File: src/rtl/esn_readout_if.sv
// esn_readout_if
// Handshake bundle between the reservoir state registers (master) and the
// readout stage (slave).
//   in_valid / in_ready / xstate : state vector input, valid/ready
//   out_valid / out_ready / y    : readout sample output, valid/ready
//   sat_flag                     : y was clamped (qualified by out_valid)
//   overrun                      : sticky, a vector arrived while busy
interface esn_readout_if #(
  parameter int W = 16,
  parameter int N = 8
);
  logic           in_valid;
  logic           in_ready;
  logic [N*W-1:0] xstate;
  logic           out_valid;
  logic           out_ready;
  logic [W-1:0]   y;
  logic           sat_flag;
  logic           overrun;

  modport master (
    output in_valid, xstate, out_ready,
    input  in_ready, out_valid, y, sat_flag, overrun
  );

  modport slave (
    input  in_valid, xstate, out_ready,
    output in_ready, out_valid, y, sat_flag, overrun
  );
endinterface

File: src/rtl/esn_readout.sv
// esn_readout
// Readout stage of the echo-state reservoir: y = BIAS + sum_k WOUT[k]*x[k],
// evaluated with one serial MAC (one term per cycle), then rounded half
// toward +inf and saturated to a W-bit fixed-point sample.
// Ports:
//   clk  : clock, rising edge
//   rst  : asynchronous active-high reset
//   bus  : esn_readout_if.slave (state vector in, readout sample out)
//
// state   | meaning
// --------+------------------------------------------------------------
// S_IDLE  | in_ready high, waiting for a state vector
// S_MAC   | accumulating term idx, N cycles
// S_ROUND | round/saturate accumulator into y, raise out_valid
// S_OUT   | hold y until out_ready is sampled
module esn_readout #(
  parameter int             W    = 16,
  parameter int             N    = 8,
  parameter int             FRAC = 14,
  parameter int             ACCW = 40,
  parameter logic [N*W-1:0] WOUT = '0,
  parameter logic [W-1:0]   BIAS = '0
) (
  input  logic         clk,
  input  logic         rst,
  esn_readout_if.slave bus
);

  localparam int IDXW = (N > 1) ? $clog2(N) : 1;
  localparam logic [IDXW-1:0] IDX_LAST = IDXW'(N - 1);

  // Bias moved into the accumulator's fractional alignment (state * weight).
  localparam logic signed [ACCW-1:0] ACC_INIT =
    $signed({{(ACCW-W){BIAS[W-1]}}, BIAS}) <<< FRAC;
  localparam logic signed [ACCW-1:0] RND =
    {{(ACCW-FRAC){1'b0}}, 1'b1, {(FRAC-1){1'b0}}};
  localparam logic signed [ACCW-1:0] R_MAX =
    {{(ACCW-W+1){1'b0}}, {(W-1){1'b1}}};
  localparam logic signed [ACCW-1:0] R_MIN =
    {{(ACCW-W+1){1'b1}}, {(W-1){1'b0}}};

  typedef enum logic [1:0] {
    S_IDLE  = 2'd0,
    S_MAC   = 2'd1,
    S_ROUND = 2'd2,
    S_OUT   = 2'd3
  } state_t;

  state_t state, state_nxt;

  logic [IDXW-1:0]        idx;
  logic [N*W-1:0]         x_reg;
  logic signed [ACCW-1:0] acc;
  logic signed [W-1:0]    x_sel;
  logic signed [W-1:0]    w_sel;
  logic signed [2*W-1:0]  prod;
  logic signed [ACCW-1:0] prod_ext;
  logic signed [ACCW-1:0] rsum;
  logic signed [ACCW-1:0] r;
  logic                   sat_pos;
  logic                   sat_neg;
  logic [W-1:0]           y_rnd;
  logic [W-1:0]           y_reg;
  logic                   sat_reg;
  logic                   out_valid_reg;
  logic                   overrun_reg;

  // State register
  always_ff @(posedge clk or posedge rst) begin
    if (rst) state <= S_IDLE;
    else     state <= state_nxt;
  end

  // Next-state logic
  always_comb begin
    state_nxt = state;
    case (state)
      S_IDLE:  if (bus.in_valid)    state_nxt = S_MAC;
      S_MAC:   if (idx == IDX_LAST) state_nxt = S_ROUND;
      S_ROUND:                      state_nxt = S_OUT;
      S_OUT:   if (bus.out_ready)   state_nxt = S_IDLE;
      default:                      state_nxt = S_IDLE;
    endcase
  end

  // Operand select for the current term
  always_comb begin
    x_sel = '0;
    w_sel = '0;
    for (int k = 0; k < N; k++) begin
      if (idx == IDXW'(k)) begin
        x_sel = x_reg[k*W +: W];
        w_sel = WOUT[k*W +: W];
      end
    end
  end

  // Full signed 2W-bit product, sign-extended into the accumulator.
  assign prod     = x_sel * w_sel;
  assign prod_ext = {{(ACCW-2*W){prod[2*W-1]}}, prod};

  // Round half toward +inf, then clamp to the W-bit signed range.
  assign rsum    = acc + RND;
  assign r       = rsum >>> FRAC;
  assign sat_pos = (r > R_MAX);
  assign sat_neg = (r < R_MIN);

  always_comb begin
    y_rnd = r[W-1:0];
    if (sat_pos)      y_rnd = {1'b0, {(W-1){1'b1}}};
    else if (sat_neg) y_rnd = {1'b1, {(W-1){1'b0}}};
  end

  // Datapath and output registers
  always_ff @(posedge clk or posedge rst) begin
    if (rst) begin
      idx           <= '0;
      x_reg         <= '0;
      acc           <= '0;
      y_reg         <= '0;
      sat_reg       <= 1'b0;
      out_valid_reg <= 1'b0;
      overrun_reg   <= 1'b0;
    end else begin
      if (bus.in_valid && (state != S_IDLE)) overrun_reg <= 1'b1;
      case (state)
        S_IDLE: begin
          if (bus.in_valid) begin
            x_reg <= bus.xstate;
            acc   <= ACC_INIT;
            idx   <= '0;
          end
        end
        S_MAC: begin
          acc <= acc + prod_ext;
          idx <= idx + 1'b1;
        end
        S_ROUND: begin
          y_reg         <= y_rnd;
          sat_reg       <= sat_pos | sat_neg;
          out_valid_reg <= 1'b1;
        end
        S_OUT: begin
          if (bus.out_ready) out_valid_reg <= 1'b0;
        end
        default: ;
      endcase
    end
  end

  assign bus.in_ready  = (state == S_IDLE);
  assign bus.out_valid = out_valid_reg;
  assign bus.y         = y_reg;
  assign bus.sat_flag  = sat_reg;
  assign bus.overrun   = overrun_reg;

endmodule
File: src/flat_wrapper.sv
// flat-port wrapper written by rule: the top's interface ports become plain ports
module esn_readout_flat 
#(
  parameter int             W    = 16,
  parameter int             N    = 8,
  parameter int             FRAC = 14,
  parameter int             ACCW = 40,
  parameter logic [N*W-1:0] WOUT = '0,
  parameter logic [W-1:0]   BIAS = '0
)
  (clk, rst, bus_in_valid, bus_xstate, bus_out_ready, bus_in_ready, bus_out_valid, bus_y, bus_sat_flag, bus_overrun);
  esn_readout_if #(.W(W), .N(N)) bus_i ();
  input  logic clk;
  input  logic rst;
  input wire logic [$bits(bus_i.in_valid)-1:0] bus_in_valid;
  input wire logic [$bits(bus_i.xstate)-1:0] bus_xstate;
  input wire logic [$bits(bus_i.out_ready)-1:0] bus_out_ready;
  output wire logic [$bits(bus_i.in_ready)-1:0] bus_in_ready;
  output wire logic [$bits(bus_i.out_valid)-1:0] bus_out_valid;
  output wire logic [$bits(bus_i.y)-1:0] bus_y;
  output wire logic [$bits(bus_i.sat_flag)-1:0] bus_sat_flag;
  output wire logic [$bits(bus_i.overrun)-1:0] bus_overrun;
  assign bus_i.in_valid = bus_in_valid;
  assign bus_i.xstate = bus_xstate;
  assign bus_i.out_ready = bus_out_ready;
  assign bus_in_ready = bus_i.in_ready;
  assign bus_out_valid = bus_i.out_valid;
  assign bus_y = bus_i.y;
  assign bus_sat_flag = bus_i.sat_flag;
  assign bus_overrun = bus_i.overrun;
  esn_readout #(.W(W), .N(N), .FRAC(FRAC), .ACCW(ACCW), .WOUT(WOUT), .BIAS(BIAS)) u_core (.clk(clk), .rst(rst), .bus(bus_i));
endmodule
File: config.mk
export PLATFORM = sky130hd
export DESIGN_NAME = esn_readout_flat
export DESIGN_NICKNAME = d
export VERILOG_FILES = /design/src/rtl/esn_readout_if.sv /design/src/rtl/esn_readout.sv /design/src/flat_wrapper.sv
export SDC_FILE = /design/constraint.sdc
export NUM_CORES = 1
export LEC_CHECK = 0
export ABC_AREA = 1
export BUFFER_PORTS_ARGS = -buffer_cell sky130_fd_sc_hd__buf_2
export CAP_MARGIN = 15
export CELL_PAD_IN_SITES_DETAIL_PLACEMENT = 0
export CELL_PAD_IN_SITES_GLOBAL_PLACEMENT = 1
export CORE_MARGIN = 2
export CORE_UTILIZATION = 10
export DETAILED_ROUTE_END_ITERATION = 10
export PLACE_DENSITY = 0.88
export SLEW_MARGIN = 10
export SYNTH_ARGS = -nofsm -noshare
export SYNTH_HDL_FRONTEND = slang
export SYNTH_SLANG_ARGS = --single-unit
File: constraint.sdc
create_clock -name clk -period 1.3 [get_ports clk]
set_clock_uncertainty 0.1 [all_clocks]
set_input_delay 0.39 -clock clk [delete_from_list [all_inputs] [get_ports clk]]
set_output_delay 0.39 -clock clk [all_outputs]
set_load 0.005 [all_outputs]
Word level (Yosys, flattened, before mapping)
Index checks and enable logic that the tools add are counted.

storage, ports and cells
  register bits after elaboration = 7
  latch bits = 0
  memory bits (writable) = 0
  bits in read-only memories = 0
  bits of input ports = 132
  memories = 0

cells by class
  add/subtract/negate cells = 1
  multiply operators = 0
  divide/modulo/power cells = 0
  order comparisons = 0
  eq/ne operators = 7
  shift operators = 0
  mux-type cells = 8
  bitwise logic cells = 0
  reductions and logical operators = 8

operators with widths
  operator                                                count
  one-hot mux 2 bit (4 select lines)                      1
  2-to-1 mux 2 bit                                        3
  one-hot mux 3 bit (2 select lines)                      1
  nonzero test 2 bit                                      3
  equality test 2 bit (second input constant)             2
  inequality test 2 bit (second input constant)           2
  AND reduction 2 bit                                     2
  adder 3 x 1 -> 3 bit (second input constant)            1
  equality test 3 bit (second input constant)             1
  2-to-1 mux 3 bit                                        1
  AND reduction 3 bit                                     1
  equality test 2 x 1 -> 1 bit (second input constant)    1
  logical NOT 2 bit                                       1
  inequality test 2 x 1 -> 1 bit (second input constant)  1
  one-hot mux 1 bit (2 select lines)                      1
  logical AND 1 bit                                       1
  2-to-1 mux 1 bit                                        1

Depth between registers and ports, before layout
  depth in word-level cells = 3
  gate-level depth with buffers = 7
  gate-level depth less buffers = 7

Worst setup path before layout
OpenSTA, ideal clock, no wires.

  kind = reg2out
  start = register u_core.state[0]
  end = output bus_in_ready
  arrival = 0.727 ns
  required time = 0.810 ns
  setup slack = 0.083 ns
  cell stages (with the launch flop) = 3
  path buffers = 0
  cells stage by stage = dfrtp_1 > inv_1 > ha_1

on the way
  cells in the longest elaborated chain, start to end = 1

RTL lines
  element                   RTL line            source
  start: declaration        esn_readout.sv:49   state_t state, state_nxt;
  start signal: assignment  esn_readout.sv:71   else state <= state_nxt;
  logical NOT 2 bit         esn_readout.sv:151  assign bus.in_ready = (state == S_IDLE);
  end: declaration          flat_wrapper.sv:18  output wire logic [$bits(bus_i.in_ready)-1:0] bus_in_ready;

No other way between the ends.

Final worst setup path
Same ends and word-level chain as after synthesis.

==> metrics <==
internal reg-to-reg setup slack -10 ps; Flop pwr share 0.227; number of core rows 26; mux cell area share after synthesis 0; critical path type reg -> out; H-Tree Depth 1; initial antenna violation count 0; vias in the first global route 367; GRT Total Usage 0.03445; Switch Pwr 592.6 uW; Adder-Cell Fraction of Synth Area 0.1389; largest net degree at the start of global routing 8; CTS clock-pin slew for the worst setup and hold paths 40 ps; clock power share 0.192; Avg Synthesized Cell Area 8.190 sq um; Worst path max stage delay 370 ps; Slew Viols, Final 0; worst hold-check path type in -> async; PortBufs 6; post-synthesis register bit count 7; post-synthesis simple-gate area fraction 0.1782; initial drt markers 5; layout cells sized above 1 0.3494; worst skew pair latency 230 ps; max reg flops 3; MaxCap Viol Count 0; Final Net Count 222; CTS tree built; clock buffer count from CTS 3; Switching Share 0.3781; first-pass GRT wire length 1531 um; reg2reg path depth 7; hold_ws -10.39 ps; hpwl dp 770.7 um; Placeable Area 5172 sq um; antenna fix cells 0; Initial Utilization 0.1045; total routed wirelength 1038 um; main combinational cell family by area after synthesis buffers and inverters; clock tree buffer depth 2; Final Wtd Congestion 0.6986; Ys Warns 0; DR WL/cell 6.784 um; slowest cell on the critical path dfrtp_1; Required @ worst endpoint 810 ps; Worst EP arrival 910 ps; Die W 77.52 um; WP depth 3; final instance area 760.7 sq um; GR Overflow Total 0; PD cells 2060 nW/um^2; combinational power share 0.581; failing checks negative hold slack, negative setup slack; vias per cell 2.654; Largest regs u_core.idx (3), u_core.state (2); XOR/XNOR share of the synthesized area 0; crit end category output pin; internal power 974.6 uW; Top delay family on crit path flip-flops; status finished with violations; FMAX 714.6 MHz; io pins 152; sequential share of the synthesized area 0.3241; Cell Area, Synth 540.5 sq um; clock root buffer clkbuf_8; Hold-fix buffers, CTS 0; CP Cell Sequence inv_2, ha_4, buf_6; ANT nets after route 0; Crit path buffers/inverters 2; synth unique cells 14; Filler cells 577; leak pwr 0.0003897 uW; RSZ-0062 raised after global routing yes; utilization after layout 0.1471; Tcrit/Tclk final 1.076; DP Area 635.6 sq um; Max VDD drop 0.4060 mV; Tmin final 1399 ps; area fraction in compound gates after synthesis 0.05324; drt pass-1 iters 3; Die H 77.52 um; synthesized instance count 66; Setup WS pre-CTS -62.13 ps; CP Max Fanout 2; Vias 406; Largest Register u_core.idx; Setup crit start kind flop; Area Growth Syn to Fin 40.74%; die area 6009 sq um; endpoints failing setup 2; # DRC 0; final hold vios 7; crit path setup slack, layout -99.39 ps; # clock sinks 7
## metrics by stage
stage          hold slack [ps]  TNS (ps)  cells  total power [uW]
2_1_floorplan            93.40         0     82             789.5
3_3_place_gp             241.8    -56.63    147              1007
3_5_place_dp             245.2    -206.7    147              1024
4_1_cts                  1.466    -116.5    152              1498
5_1_grt                  15.56    -408.8    153              1701
6_report                -10.39    -110.3    153              1567
## area by class of cell
class,count,area (sq um),area share
multi-input combinational,49,322.8,0.4243
sequential,7,175.2,0.2303
timing repair buffer,14,96.34,0.1266
tap,70,87.58,0.1151
clock buffer,4,45.04,0.05921
inverter,9,33.78,0.04441
## layout by cell type (no fill, tap or decap)
| cell | n |
|---|---|
| a21boi_4 | 1 |
| buf_2 | 5 |
| buf_4 | 8 |
| buf_6 | 1 |
| clkbuf_1 | 1 |
| clkbuf_8 | 3 |
| conb_1 | 17 |
| dfrtp_1 | 7 |
| ha_1 | 2 |
| ha_2 | 2 |
| ha_4 | 2 |
| inv_1 | 7 |
| inv_2 | 2 |
| nand2_1 | 15 |
| nand2_2 | 2 |
| nand2_4 | 1 |
| nand3_2 | 1 |
| nand4_1 | 2 |
| nor2_1 | 1 |
| o21ai_0 | 1 |
| o21ai_4 | 1 |
| o21bai_1 | 1 |
## cells by family (layout without fill, tap and decap cells)
kind of cell / Yosys count / after routing
compound gates: 4 / 4
flops: 7 / 7
simple gates: 22 / 22
buf+inv: 26 / 27
other cells: 1 / 17
fa+ha+maj: 6 / 6
## power by group through the flow
stage | logic, uW | clock network (uW) | registers [uW]
3_5_place_dp | 672 | 0 | 352
2_1_floorplan | 427 | 0 | 363
3_3_place_gp | 661 | 0 | 346
5_1_grt | 1010 | 328 | 367
4_1_cts | 829 | 315 | 354
6_report | 910 | 301 | 356
## synthesized netlist by cell type (all sizes together)
| master | number | area, sq um |
|---|---|---|
| a21boi | 1 | 7.510 |
| buf | 17 | 127.6 |
| inv | 9 | 33.78 |
| o21bai | 1 | 7.510 |
| o21ai | 2 | 13.76 |
| nor2 | 1 | 3.750 |
| nand4 | 2 | 12.51 |
| nand2 | 18 | 70.07 |
| conb | 1 | 3.750 |
| nand3 | 1 | 10.01 |
| dfrtp | 7 | 175.2 |
| ha | 6 | 75.07 |
## what timing repair did
action,4_1_cts,5_1_grt
hold endpoints to repair,0,0
buffers inserted,1,1
pin swaps,1,5
cloned,0,0
resized for setup,9,6
endpoints found under the setup margin,4,6
## path summary, 6_finish.rpt
| check | start | end |
|---|---|---|
| worst min-delay path | rst | u_core.idx[1]$_DFFE_PP0P_ |
| worst max-delay path | u_core.state[0]$_DFFE_PP0P_ | bus_in_ready |
| max in group asynchronous | rst | u_core.bus.out_valid$_DFFE_PP0P_ |
| min in group clk | bus_out_ready | u_core.bus.out_valid$_DFFE_PP0P_ |
| worst max register to register | u_core.state[1]$_DFFE_PP0P_ | u_core.idx[2]$_DFFE_PP0P_ |
| worst min register to register | u_core.bus.overrun$_DFFE_PP0P_ | u_core.bus.overrun$_DFFE_PP0P_ |
## layer usage
metal	global-route usage	vias up	wire, um
met3	0.01047	4	72
met4	0.03750	0	23
met1	0.03397	182	435
met5	0	-	0
met2	0.05478	20	506
li1	-	200	-
(Power assumes the default switching activity.)
